===== src/rtl/imu_sample2bram.sv =====
// IMU capture stage: a free-running sample timer requests one IMU sample at a time.
// Each sample is written as whole words into a BRAM, and the block flags when a recording is ready to dump.
module imu_sample2bram #(
   parameter int ADDR_WIDTH       = 13,
   parameter int DATA_WIDTH       = 16,
   parameter int WORDS_PER_SAMPLE = 6,
   parameter int CLK_FREQ         = 125000000,
   parameter int SAMPLE_RATE      = 1000
) (
   input  logic                  clk,
   input  logic                  rst,
   input  logic                  record,
   output logic                  imu_req,
   input  logic                  imu_valid,
   input  logic [DATA_WIDTH-1:0] imu_data,
   output logic [ADDR_WIDTH-1:0] addr_bram,
   output logic [DATA_WIDTH-1:0] din_bram,
   output logic                  en_bram,
   output logic                  we_bram,
   output logic [ADDR_WIDTH:0]   word_count,
   output logic                  imu_get_data,
   output logic                  overrun
);
   localparam int N     = CLK_FREQ / SAMPLE_RATE;
   localparam int DEPTH = 2 ** ADDR_WIDTH;
   localparam int TW    = (N > 1) ? $clog2(N) : 1;
   localparam int SW    = $clog2(WORDS_PER_SAMPLE + 1);
   localparam int CW    = ADDR_WIDTH + 1;
   localparam logic [TW-1:0] TICK_VAL  = TW'(N - 1);
   localparam logic [SW-1:0] LAST_WORD = SW'(WORDS_PER_SAMPLE - 1);
   localparam logic [CW-1:0] STOP_LIM  = CW'(DEPTH - WORDS_PER_SAMPLE);

   typedef enum logic [1:0] {
      S_IDLE = 2'd0,
      S_WAIT = 2'd1,
      S_CAPT = 2'd2,
      S_DONE = 2'd3
   } state_t;

   state_t                r_state;
   state_t                w_next;
   logic                  r_record_d;
   logic [TW-1:0]         r_timer;
   logic [SW-1:0]         r_sw;
   logic [CW-1:0]         r_word_count;
   logic [ADDR_WIDTH-1:0] r_addr;
   logic [DATA_WIDTH-1:0] r_din;
   logic                  r_en;
   logic                  r_req;
   logic                  r_get;
   logic                  r_ovr;

   logic                  w_rise;
   logic                  w_start;
   logic                  w_tick;
   logic                  w_run;
   logic                  w_write;
   logic                  w_last_word;
   logic [CW-1:0]         w_cnt_inc;
   logic                  w_stop;

   assign w_rise      = record & ~r_record_d;
   assign w_start     = w_rise & ((r_state == S_IDLE) | (r_state == S_DONE));
   assign w_tick      = (r_timer == TICK_VAL);
   assign w_run       = (r_state == S_WAIT) | (r_state == S_CAPT);
   assign w_write     = (r_state == S_CAPT) & imu_valid;
   assign w_last_word = (r_sw == LAST_WORD);
   assign w_cnt_inc   = r_word_count + CW'(1);
   // Stop is only consulted on the last word of a sample, so the buffer holds whole samples.
   assign w_stop      = ~record | (w_cnt_inc > STOP_LIM);

   // Next-state decode.
   always_comb begin
      w_next = r_state;
      case (r_state)
         S_IDLE: begin
            if (w_rise) w_next = S_WAIT;
            else        w_next = S_IDLE;
         end
         S_WAIT: begin
            if (!record) begin
               if (r_word_count == '0) w_next = S_IDLE;
               else                    w_next = S_DONE;
            end else if (w_tick) begin
               w_next = S_CAPT;
            end else begin
               w_next = S_WAIT;
            end
         end
         S_CAPT: begin
            if (w_write && w_last_word) begin
               if (w_stop) w_next = S_DONE;
               else        w_next = S_WAIT;
            end else begin
               w_next = S_CAPT;
            end
         end
         S_DONE: begin
            if (w_rise) w_next = S_WAIT;
            else        w_next = S_DONE;
         end
         default: w_next = S_IDLE;
      endcase
   end

   // State register.
   always_ff @(posedge clk or negedge rst) begin
      if (!rst) r_state <= S_IDLE;
      else      r_state <= w_next;
   end

   // Timer, counters, BRAM write port and status flags.
   always_ff @(posedge clk or negedge rst) begin
      if (!rst) begin
         r_record_d   <= 1'b0;
         r_timer      <= '0;
         r_sw         <= '0;
         r_word_count <= '0;
         r_addr       <= '0;
         r_din        <= '0;
         r_en         <= 1'b0;
         r_req        <= 1'b0;
         r_get        <= 1'b0;
         r_ovr        <= 1'b0;
      end else begin
         r_record_d <= record;
         r_req      <= (r_state == S_WAIT) & record & w_tick;
         r_en       <= w_write;
         if (w_write) begin
            r_addr <= r_word_count[ADDR_WIDTH-1:0];
            r_din  <= imu_data;
         end
         if (w_start) begin
            r_timer      <= '0;
            r_sw         <= '0;
            r_word_count <= '0;
            r_ovr        <= 1'b0;
            r_get        <= 1'b0;
         end else begin
            if (w_run) r_timer <= w_tick ? '0 : r_timer + TW'(1);
            if ((r_state == S_WAIT) && w_tick) r_sw <= '0;
            else if (w_write)                  r_sw <= r_sw + SW'(1);
            if (w_write) r_word_count <= w_cnt_inc;
            // A tick landing mid-sample is dropped but remembered.
            if ((r_state == S_CAPT) && w_tick) r_ovr <= 1'b1;
            if ((r_state == S_DONE) ||
                ((r_state == S_WAIT) && !record && (r_word_count != '0))) r_get <= 1'b1;
         end
      end
   end

   assign imu_req      = r_req;
   assign addr_bram    = r_addr;
   assign din_bram     = r_din;
   assign en_bram      = r_en;
   assign we_bram      = r_en;
   assign word_count   = r_word_count;
   assign imu_get_data = r_get;
   assign overrun      = r_ovr;
endmodule


===== config.mk =====
export PLATFORM = sky130hd
export DESIGN_NAME = imu_sample2bram
export DESIGN_NICKNAME = d
export VERILOG_FILES = /design/src/rtl/imu_sample2bram.sv
export SDC_FILE = /design/constraint.sdc
export NUM_CORES = 1
export LEC_CHECK = 0
export ABC_AREA = 1
export ABC_CLOCK_PERIOD_IN_PS = 2800
export CELL_PAD_IN_SITES_DETAIL_PLACEMENT = 2
export CELL_PAD_IN_SITES_GLOBAL_PLACEMENT = 2
export CORE_AREA = 2 2 107 109
export DETAILED_ROUTE_END_ITERATION = 10
export DIE_AREA = 0 0 109 111
export GPL_TIMING_DRIVEN = 0
export PLACE_DENSITY_LB_ADDON = 0.1
export SYNTH_ARGS = -nofsm -noshare
export SYNTH_HDL_FRONTEND = slang
export SYNTH_SLANG_ARGS = --single-unit

===== constraint.sdc =====
create_clock -name clk -period 2.8 [get_ports clk]
set_input_delay 0.28 -clock clk [delete_from_list [all_inputs] [get_ports clk]]
set_output_delay 0.28 -clock clk [all_outputs]
set_load 0.05 [all_outputs]

==> Word-level counts from Yosys, hierarchy flattened <==
Index checks and enable logic that the tools add are counted.
{ "totals": {"regBits": 70, "inputBits": 20, "elab_cells": 65} }
{ "op_classes": {"add_sub_neg": 3, "magnitude_cmp": 1, "eq_ne": 5, "muxes": 20, "n_bitwise": 10, "reduce_logical": 15} }
{ "ops": {"columns": ["operator", "n"], "rows": [
  ["$mux 17", 3],
  ["$mux 14", 2],
  ["$add 17x1->17 const B", 1],
  ["$eq 17x17->1 const B", 1],
  ["$add 14x1->14 const B", 1],
  ["$gt 14x13->1 const B", 1],
  ["$logic_not 14->1", 1],
  ["$reduce_bool 14->1", 1],
  ["$mux 2", 6],
  ["$mux 3", 3],
  ["$pmux 2 s4", 1],
  ["$reduce_bool 2->1", 4],
  ["$and 1x1->1", 5],
  ["$logic_and 1x1->1", 5],
  ["$mux 1", 5],
  ["$eq 2x2->1 const B", 2],
  ["$add 3x1->3 const B", 1],
  ["$eq 3x3->1 const B", 1],
  ["$or 1x1->1", 3],
  ["$reduce_bool 3->1", 1],
  ["$eq 2x1->1 const B", 1],
  ["$logic_not 2->1", 1],
  ["$not 1->1", 2],
  ["$logic_not 1->1", 1],
  ["$logic_or 1x1->1", 1]
]} }

==> Depth between registers and ports, before layout <==
Gate-level depths: netlist of run 1.
{ "logic_depth": {"word_depth": 6, "mapped_depth": 12, "ltp_nobuf": 12} }

==> Worst setup path after synthesis of run 1 <==
Ideal clock, no wire load.
{ "synth_path": {"path_kind": "flip-flop to flip-flop", "start": "register r_word_count[0] (netlist: word_count[0])", "end": "register r_state[1]", "setup_ns": 0.073, "arrival_time_ns": 1.846, "required_time_ns": 2.727, "slack_ns": 0.881, "stages_incl_launch_ff": 11, "n_path_buf": 0, "period_less_slack_ns": 1.919, "cell_sequence": "dfrtp_1 inv_1 ha_1 inv_1 o21ai_0 nand3_1 nor2_1 nand2_1 o21bai_1 nand2_1 a21oi_2"} }
{ "synth_between": {"elab_chain_cells": 6} }
{ "synth_rtl": {"columns": ["element", "line_no", "source"], "rows": [
  ["from (decl)", "45", "logic [CW-1:0] r_word_count;"],
  ["from (signal assigned)", "143", "if (w_write) r_word_count <= w_cnt_inc;"],
  ["$add 14x1->14", "68", "assign w_cnt_inc = r_word_count + CW'(1);"],
  ["$gt 14x13->1", "70", "assign w_stop = ~record | (w_cnt_inc > STOP_LIM);"],
  ["$or 1x1->1", "70", null],
  ["$mux 2", "92", "if (w_stop) w_next = S_DONE;"],
  ["$mux 2", "91", "if (w_write && w_last_word) begin"],
  ["$pmux 2 s4 *", "75", "case (r_state)"],
  ["via w_next[1]", "41", "state_t w_next;"],
  ["to (signal assigned)", "109", "else r_state <= w_next;"],
  ["to (decl)", "40", "state_t r_state;"]
]} }
The timed path passes the listed nets; every way through them passes the cells marked *.
A chain may end at the register's enable or synchronous reset.

==> Worst setup path in the final report of run 1 <==
{ "layout_path": {"start": "register r_state[0]", "end": "register r_timer[4]"} }
{ "layout_between": {"elab_chain_cells": 4} }
{ "layout_rtl": {"columns": ["element", "line_no", "source"], "rows": [
  ["$eq 2x2->1 or $logic_not 2->1 (tied branches)", "63", "assign w_start = w_rise & ((r_state == S_IDLE) | (r_state == S_DONE));"],
  ["$or 1x1->1", "63", null],
  ["$and 1x1->1", "63", null],
  ["$mux 17 or $reduce_bool 2->1 (tied branches)", null, null],
  ["to (signal assigned)", "140", "if (w_run) r_timer <= w_tick ? '0 : r_timer + TW'(1);"],
  ["to (decl)", "43", "logic [TW-1:0] r_timer;"]
]} }
Parallel ways exist; a longest one is shown, timed or not.

==> summary.md, run 1 <==
| Metric | Value |
|---|---|
| Hold-fix buffers, CTS | 1 |
| CTS tree | yes |
| Slowest stage delay, CP | 400 ps |
| Final Non-Filler Cells | 663 |
| Sink Count | 70 |
| Worst Tran Pin Value | 542 ps |
| H-tree Lvls | 3 |
| Final #Nets | 546 |
| Syn. warnings | 0 |
| Final cycle utilization of the critical path | 0.687 |
| FP Rows | 39 |
| Gpl congestion | 0.787 |
| DRC errors left | 0 |
| Crit path DAT | 2170 ps |
| Crit path cell chain | inv_1 > ha_1 > nor2_1 > inv_1 > clkbuf_1 > o22ai_1 |
| Endpoints failing setup | 0 |
| Post-synth cell types | 33 |
| Register area share after synthesis | 0.493 |
| Filler cells | 1242 |
| DR WL/cell | 16.7 um |
| Hold Slack | 360 ps |
| Layout cells sized above 1 | 0.0865 |
| Worst clock skew | 5.19 ps |
| Final ANT Viol Nets | 0 |
| Setup Buffers After CTS | 0 |
| Final hold violation count | 0 |
| Crit path from | r_state[0] |
| Worst R2R Start | r_state[0] |
| VDD IR max | 588 uV |
| WS Path Type | flop to flop |
| Worst-skew pair later-pin latency | 340 ps |
| Global route overflow | 0 |
| Worst path most repeated cell | inv_1 |
| Pre-CTS setup slack | 571 ps |
| Synth Cell Area | 0.00356 mm2 |
| Syn Area/Cell | 8.16 um2 |
| Area growth syn-to-layout | 34.4% |
| Via-to-Cell Ratio | 4.97 |
| First-pass GRT wire length | 18.8 mm |
| Period minus WS final | 1920 ps |
| Post-Syn Instances | 436 |
| Max stage delay cell, worst path | nor2_1 |
| Final wirelength | 11.1 mm |
| GRT Overall Usage | 0.201 |
| Diode count | 0 |
| Worst min path class | input port to async pin |
| Power Dens Cells | 869 mW/mm2 |
| Relative slew slack | 0.639 |
| Power Total | 4.15 mW |
| Post-synth EDFFs | 0 |
| Initial Util | 0.321 |
| Number of global-route vias before repair | 3649 |
| Top_reg_cell synth | dfrtp_1 |
| Crit Path Max Fanout | 10 |
| R2r setup slk | 880 ps |
| Post-synth top area cell | dfrtp_1 |
| CTS root buf | clkbuf_16 |
| Post-synthesis net count | 466 |
| Final core occ | 0.431 |
| Leak Pwr | 2.22 nW |
| I/O pins | 68 |
| Initial DRT Pass Iterations | 4 |
| Dpl cells | 647 |
| CP required | 3050 ps |
| Synthesis-stage register bit count | 70 |
| Yosys top cell area share | 0.493 |
| First DRT Iteration DRCs | 55 |
| DIE WIDTH | 109 um |
| Vias | 3293 |
| Die height | 111 um |
| Initial antenna violation count | 0 |
| Estimated wirelength of the detail-placed design | 8.36 mm |
| Reg2Reg Depth | 6 |
| Largest net degree at the start of global routing | 54 |
| Post-cts resize count | 0 |
| Outcome | complete, no violations |
| Register area | 0.00175 mm2 |
| Slew Limit Fails | 0 |
| Max Root-Sink Buffers | 2 |
| Startpoint types | flop |
| Synth area leaders | dfrtp_1, nand2_1, o21ai_0 |
| IO buf count | 67 |
| Crit. End Element | flop |
| Reg2reg end | r_timer[4] |
| Clock slew at reported path FFs | 60 ps |
| Async SR Flop Fraction | 1.00 |
| Core Area | 0.0111 mm2 |
| Area of the multi-input gates | 0.00157 mm2 |
| CTS buffer count | 9 |
| F_max | 0.520 GHz |
| Setup ws final | 877 ps |
| Maxcap violations | 0 |
| Die area | 0.0121 mm2 |
| RSZ-0062 raised after global routing | no |
[where the power goes]
part | total [mW] | internal [mW] | switching (mW)
sequential | 1.35 | 1.22 | 0.131
clock | 1.32 | 0.888 | 0.431
combinational | 1.48 | 0.468 | 1.02
[registers in the layout, indices dropped and copies added (netlist names)]
register      count
en_bram           1
r_state           2
r_record_d        1
din_bram         16
r_sw              3
overrun           1
word_count       14
imu_get_data      1
imu_req           1
addr_bram        13
r_timer          17
[worst max-delay path by stage]
stage	endpoint	slack (ps)
CTS	r_state[1]	800
detailed placement	r_sw[1]	570
global route	r_timer[7]	630
global placement	din_bram[10]	-1320
finish	r_timer[4]	880
floorplan	r_state[1]	880
[cell usage after synthesis (6+ instances only)]
cell type,instances
a21oi_1,6
dfrtp_1,70
ha_1,10
inv_1,46
nand2_1,146
nand3_1,24
nand4_1,11
nor2_1,20
nor2_4,6
nor3_1,6
o21ai_0,40
o22ai_1,10
[per-layer routing]
metal	up-vias	track usage	routed length [um]
met1	1658	0.232	4580
met3	19	0.0306	257
met2	46	0.359	5970
met4	0	0.0923	266
met5	-	0	0
li1	1570	-	-
[per-stage QoR]
step | cell area, um2 | setup TNS (ps)
finish | 4780 | 0
global route | 4780 | 0
floorplan | 3560 | 0
CTS | 4780 | 0
global placement | 4410 | -92160
detailed placement | 4430 | 0
[logic make-up after synthesis]
group / after synthesis / share of synthesized area
adder cells (fa/ha/maj): 10 / 0.0352
buffers and inverters: 59 / 0.0647
flip-flops: 70 / 0.493
AND/OR/NAND/NOR: 226 / 0.295
AO/OA/AOI/OAI: 68 / 0.105
XOR/XNOR: 3 / 0.00739
[worst max-delay path: cells and delay by family, from the launching register on]
kind	cells	cell delay [ps]
AND/OR/NAND/NOR	1	400
buffers and inverters	3	480
flip-flops	1	370
adder cells (fa/ha/maj)	1	350
AO/OA/AOI/OAI	1	230
[cell usage in the layout (no fill, tap or decap), drive strengths merged]
master         Yosys  routed
nand3b             1       1
a21oi              8       8
clkinv             0       1
bufinv             0       3
o21bai             1       1
nand3             24      24
buf                5       7
ha                10      10
a31oi              1       1
o31ai              1       1
o211ai             1       1
or2                1       1
nor2              30      30
dlygate4sd3        0       1
nand4             13      13
clkbuf             5      16
inv               49      49
o21ai             45      45
a32o               1       1
nor3               7       7
nand2            150     150
o22ai             10      10
xor2               3       3
dfrtp             70      70
clkdlybuf4s50      0      66
[area by class of cell]
type | count | area share
timing repair buffer | 69 | 0.148
clock inverter | 4 | 0.0199
sequential | 70 | 0.367
buffer | 10 | 0.00969
clock buffer | 11 | 0.0508
multi-input combinational | 307 | 0.329
tap | 143 | 0.0374
inverter | 49 | 0.0385
(Power assumes the default switching activity.)
==> run 2: changes to the inputs <==
- ABC_CLOCK_PERIOD_IN_PS: 2800 -> 1930
- CORE_AREA: 2 2 107 109 -> 2 2 112 114
- DIE_AREA: 0 0 109 111 -> 0 0 114 116
- clock period: 2.8 -> 1.93 ns (I/O delays scaled with it)
==> run 2 against run 1 <==
  * Clock power up 67%
  * Critical path type is now flop to output pin
  * Cell count up 1.4%
  * Via count up 0.94%
==> summary.md, run 2 (same netlist as run 1, synthesis figures left out) <==
| Metric | Value |
|---|---|
| Worst Tran Pin Value | 596 ps (+54.0 ps) |
| Most frequent cells in the layout | nand2_1, dfrtp_1, clkdlybuf4s50_1, inv_1, o21ai_0 |
| Buffers & Inverters on Critical Path | 1 (-2) |
| Estimated wirelength of the detail-placed design | 8.51 mm (+1.8%) |
| GRT Overall Usage | 0.195 (-0.00632) |
| Startpoint types | flop |
| Period minus WS final | 1870 ps |
| Power Dens Cells | 1300 mW/mm2 (+50%) |
| VDD IR max | 635 uV (+8.0%) |
| CTS root buf | clkbuf_16 |
| Sw frac | 0.371 (-0.00936) |
| Final cycle utilization of the critical path | 0.969 |
| Power Total | 6.41 mW (+54%) |
| Final wirelength | 11.7 mm (+5.4%) |
| Die area | 0.0132 mm2 (+9.3%) |
| H-tree Lvls | 3 (unchanged) |
| Core Area | 0.0119 mm2 (+7.5%) |
| Filler cells | 1324 (+6.6%) |
| Diode count | 0 (unchanged) |
| Clock power share | 0.345 (+0.027) |
| DRC errors left | 0 (unchanged) |
| Worst-skew pair later-pin latency | 350 ps (about the same) |
| Crit path DAT | 1680 ps (-490 ps) |
| Leak Pwr | 2.25 nW (+1.4%) |
| Slew Limit Fails | 0 (unchanged) |
| Sink Count | 70 (unchanged) |
| Sequential power share | 0.305 (-0.020) |
| Hold Slack | 255 ps (-105 ps) |
| First-pass GRT wire length | 19.7 mm (+5.3%) |
| Register area | 0.00175 mm2 (+0.14%) |
| DR WL/cell | 17.4 um (+4.0%) |
| FP Rows | 40 (+2.6%) |
| Fin area | 0.00493 mm2 (+3.3%) |
| WS Path Type | flop to output pin |
| Relative slew slack | 0.603 (-0.0360) |
| Dpl cell area | 0.00444 mm2 (+0.11%) |
| Via-to-Cell Ratio | 4.95 (-0.41%) |
| CTS buffer count | 9 (unchanged) |
| Final ANT Viol Nets | 0 (unchanged) |
| Final hold violation count | 0 (unchanged) |
| Worst clock skew | 3.54 ps (-1.65 ps) |
| Most flops, register | r_timer |
| First DRT Iteration DRCs | 101 (+84%) |
| I/O pins | 68 (unchanged) |
| Initial antenna violation count | 0 (unchanged) |
| Pint | 4.03 mW (+57%) |
| Switching power | 2.38 mW (+51%) |
| Final core occ | 0.414 (-0.0171) |
| DIE WIDTH | 114 um (+4.6%) |
| CP required | 1740 ps (-1310 ps) |
| Crit Path Max Fanout | 5 (-5) |
| Area of the multi-input gates | 0.00162 mm2 (+2.8%) |
| RSZ-0062 raised after global routing | yes |
| Die height | 116 um (+4.5%) |
| Most common cell after layout, fill and taps aside | nand2_1 |
| Gpl congestion | 0.773 (-1.7%) |
| Max stage delay cell, worst path | clkdlybuf4s50_1 |
| CTS tree | yes |
| Outcome | complete, no violations |
| Initial Util | 0.299 (-0.0225) |
| Setup TNS | 0 ps (unchanged) |
| Logic pwr share | 0.349 (-0.009) |
| Cell family with most CP delay | buffers and inverters |
| Layout cells sized above 1 | 0.122 (+0.0354) |
| Global route overflow | 0 (unchanged) |
| Vias | 3324 (+0.94%) |
| Slowest stage delay, CP | 850 ps (+450 ps) |
| Number of global-route vias before repair | 3796 (+4.0%) |
| IO buf count | 67 (unchanged) |
| Worst min path class | input port to async pin |
| Crit. End Element | output pin |
| Max Root-Sink Buffers | 2 (unchanged) |
| Final #Nets | 550 (+0.73%) |
| Largest register FFs | 17 (unchanged) |
| Initial DRT Pass Iterations | 4 (unchanged) |
| Crit path cell chain | clkdlybuf4s50_1 |
| Maxcap violations | 0 (unchanged) |
| Area growth syn-to-layout | 38.8% |
| F_max | 0.535 GHz |
| Endpoints failing setup | 0 (unchanged) |
| Clock slew at reported path FFs | 60 ps (about the same) |
| Largest net degree at the start of global routing | 57 (+5.6%) |
run 2: path summary, 6_finish.rpt:
| check | from | end | slack, ps | depth (start not counted) |
|---|---|---|---|---|
| hold / removal | rst | addr_bram[12] | 260 | 2 |
| max in group asynchronous | rst | word_count[1] | 1090 | 3 |
| setup / recovery | word_count[4] | word_count[4] | 60 | 1 |
| setup reg to reg | word_count[0] | r_state[1] | 150 | 10 |
| min in group clk | imu_data[7] | din_bram[7] | 380 | 3 |
| hold reg to reg | din_bram[3] | din_bram[3] | 480 | 2 |
run 2: final cells by class:
| class | instances | area share |
|---|---|---|
| sequential | 70 | 0.355 |
| multi-input combinational | 307 | 0.328 |
| timing repair buffer | 73 | 0.152 |
| clock buffer | 10 | 0.0464 |
| inverter | 49 | 0.0378 |
| tap | 147 | 0.0373 |
| clock inverter | 6 | 0.0319 |
| buffer | 10 | 0.0117 |
run 2: layer usage:
| metal | wire length (um) | up-vias | track usage |
|---|---|---|---|
| met1 | 4870 | 1673 | 0.223 |
| li1 | - | 1583 | - |
| met5 | 0 | - | 0 |
| met2 | 6200 | 54 | 0.359 |
| met3 | 382 | 14 | 0.0335 |
| met4 | 220 | 0 | 0.0805 |
run 2: repair_timing:
action	4_1_cts	5_1_grt
hold endpoints to repair	14	0
endpoints found under the setup margin	23	37
pin swaps	1	1
buffers inserted	1	3
gates resized for setup	4	21
hold buffers	1	0
run 2: per-stage QoR:
step,cells,worst slack [ps]
finish,672,59.2
global placement,650,-2100
floorplan,436,10.8
global route,672,-42.3
CTS,669,22.5
detailed placement,651,-280
run 2: power by group through the flow:
stage	clock network, mW	logic (mW)	registers, mW
2_1_floorplan	0	0.521	2.81
5_1_grt	2.32	2.42	2.01
6_report	2.21	2.24	1.96
4_1_cts	2.25	2.20	1.96
3_5_place_dp	0	2.18	1.98
3_3_place_gp	0	2.12	1.97
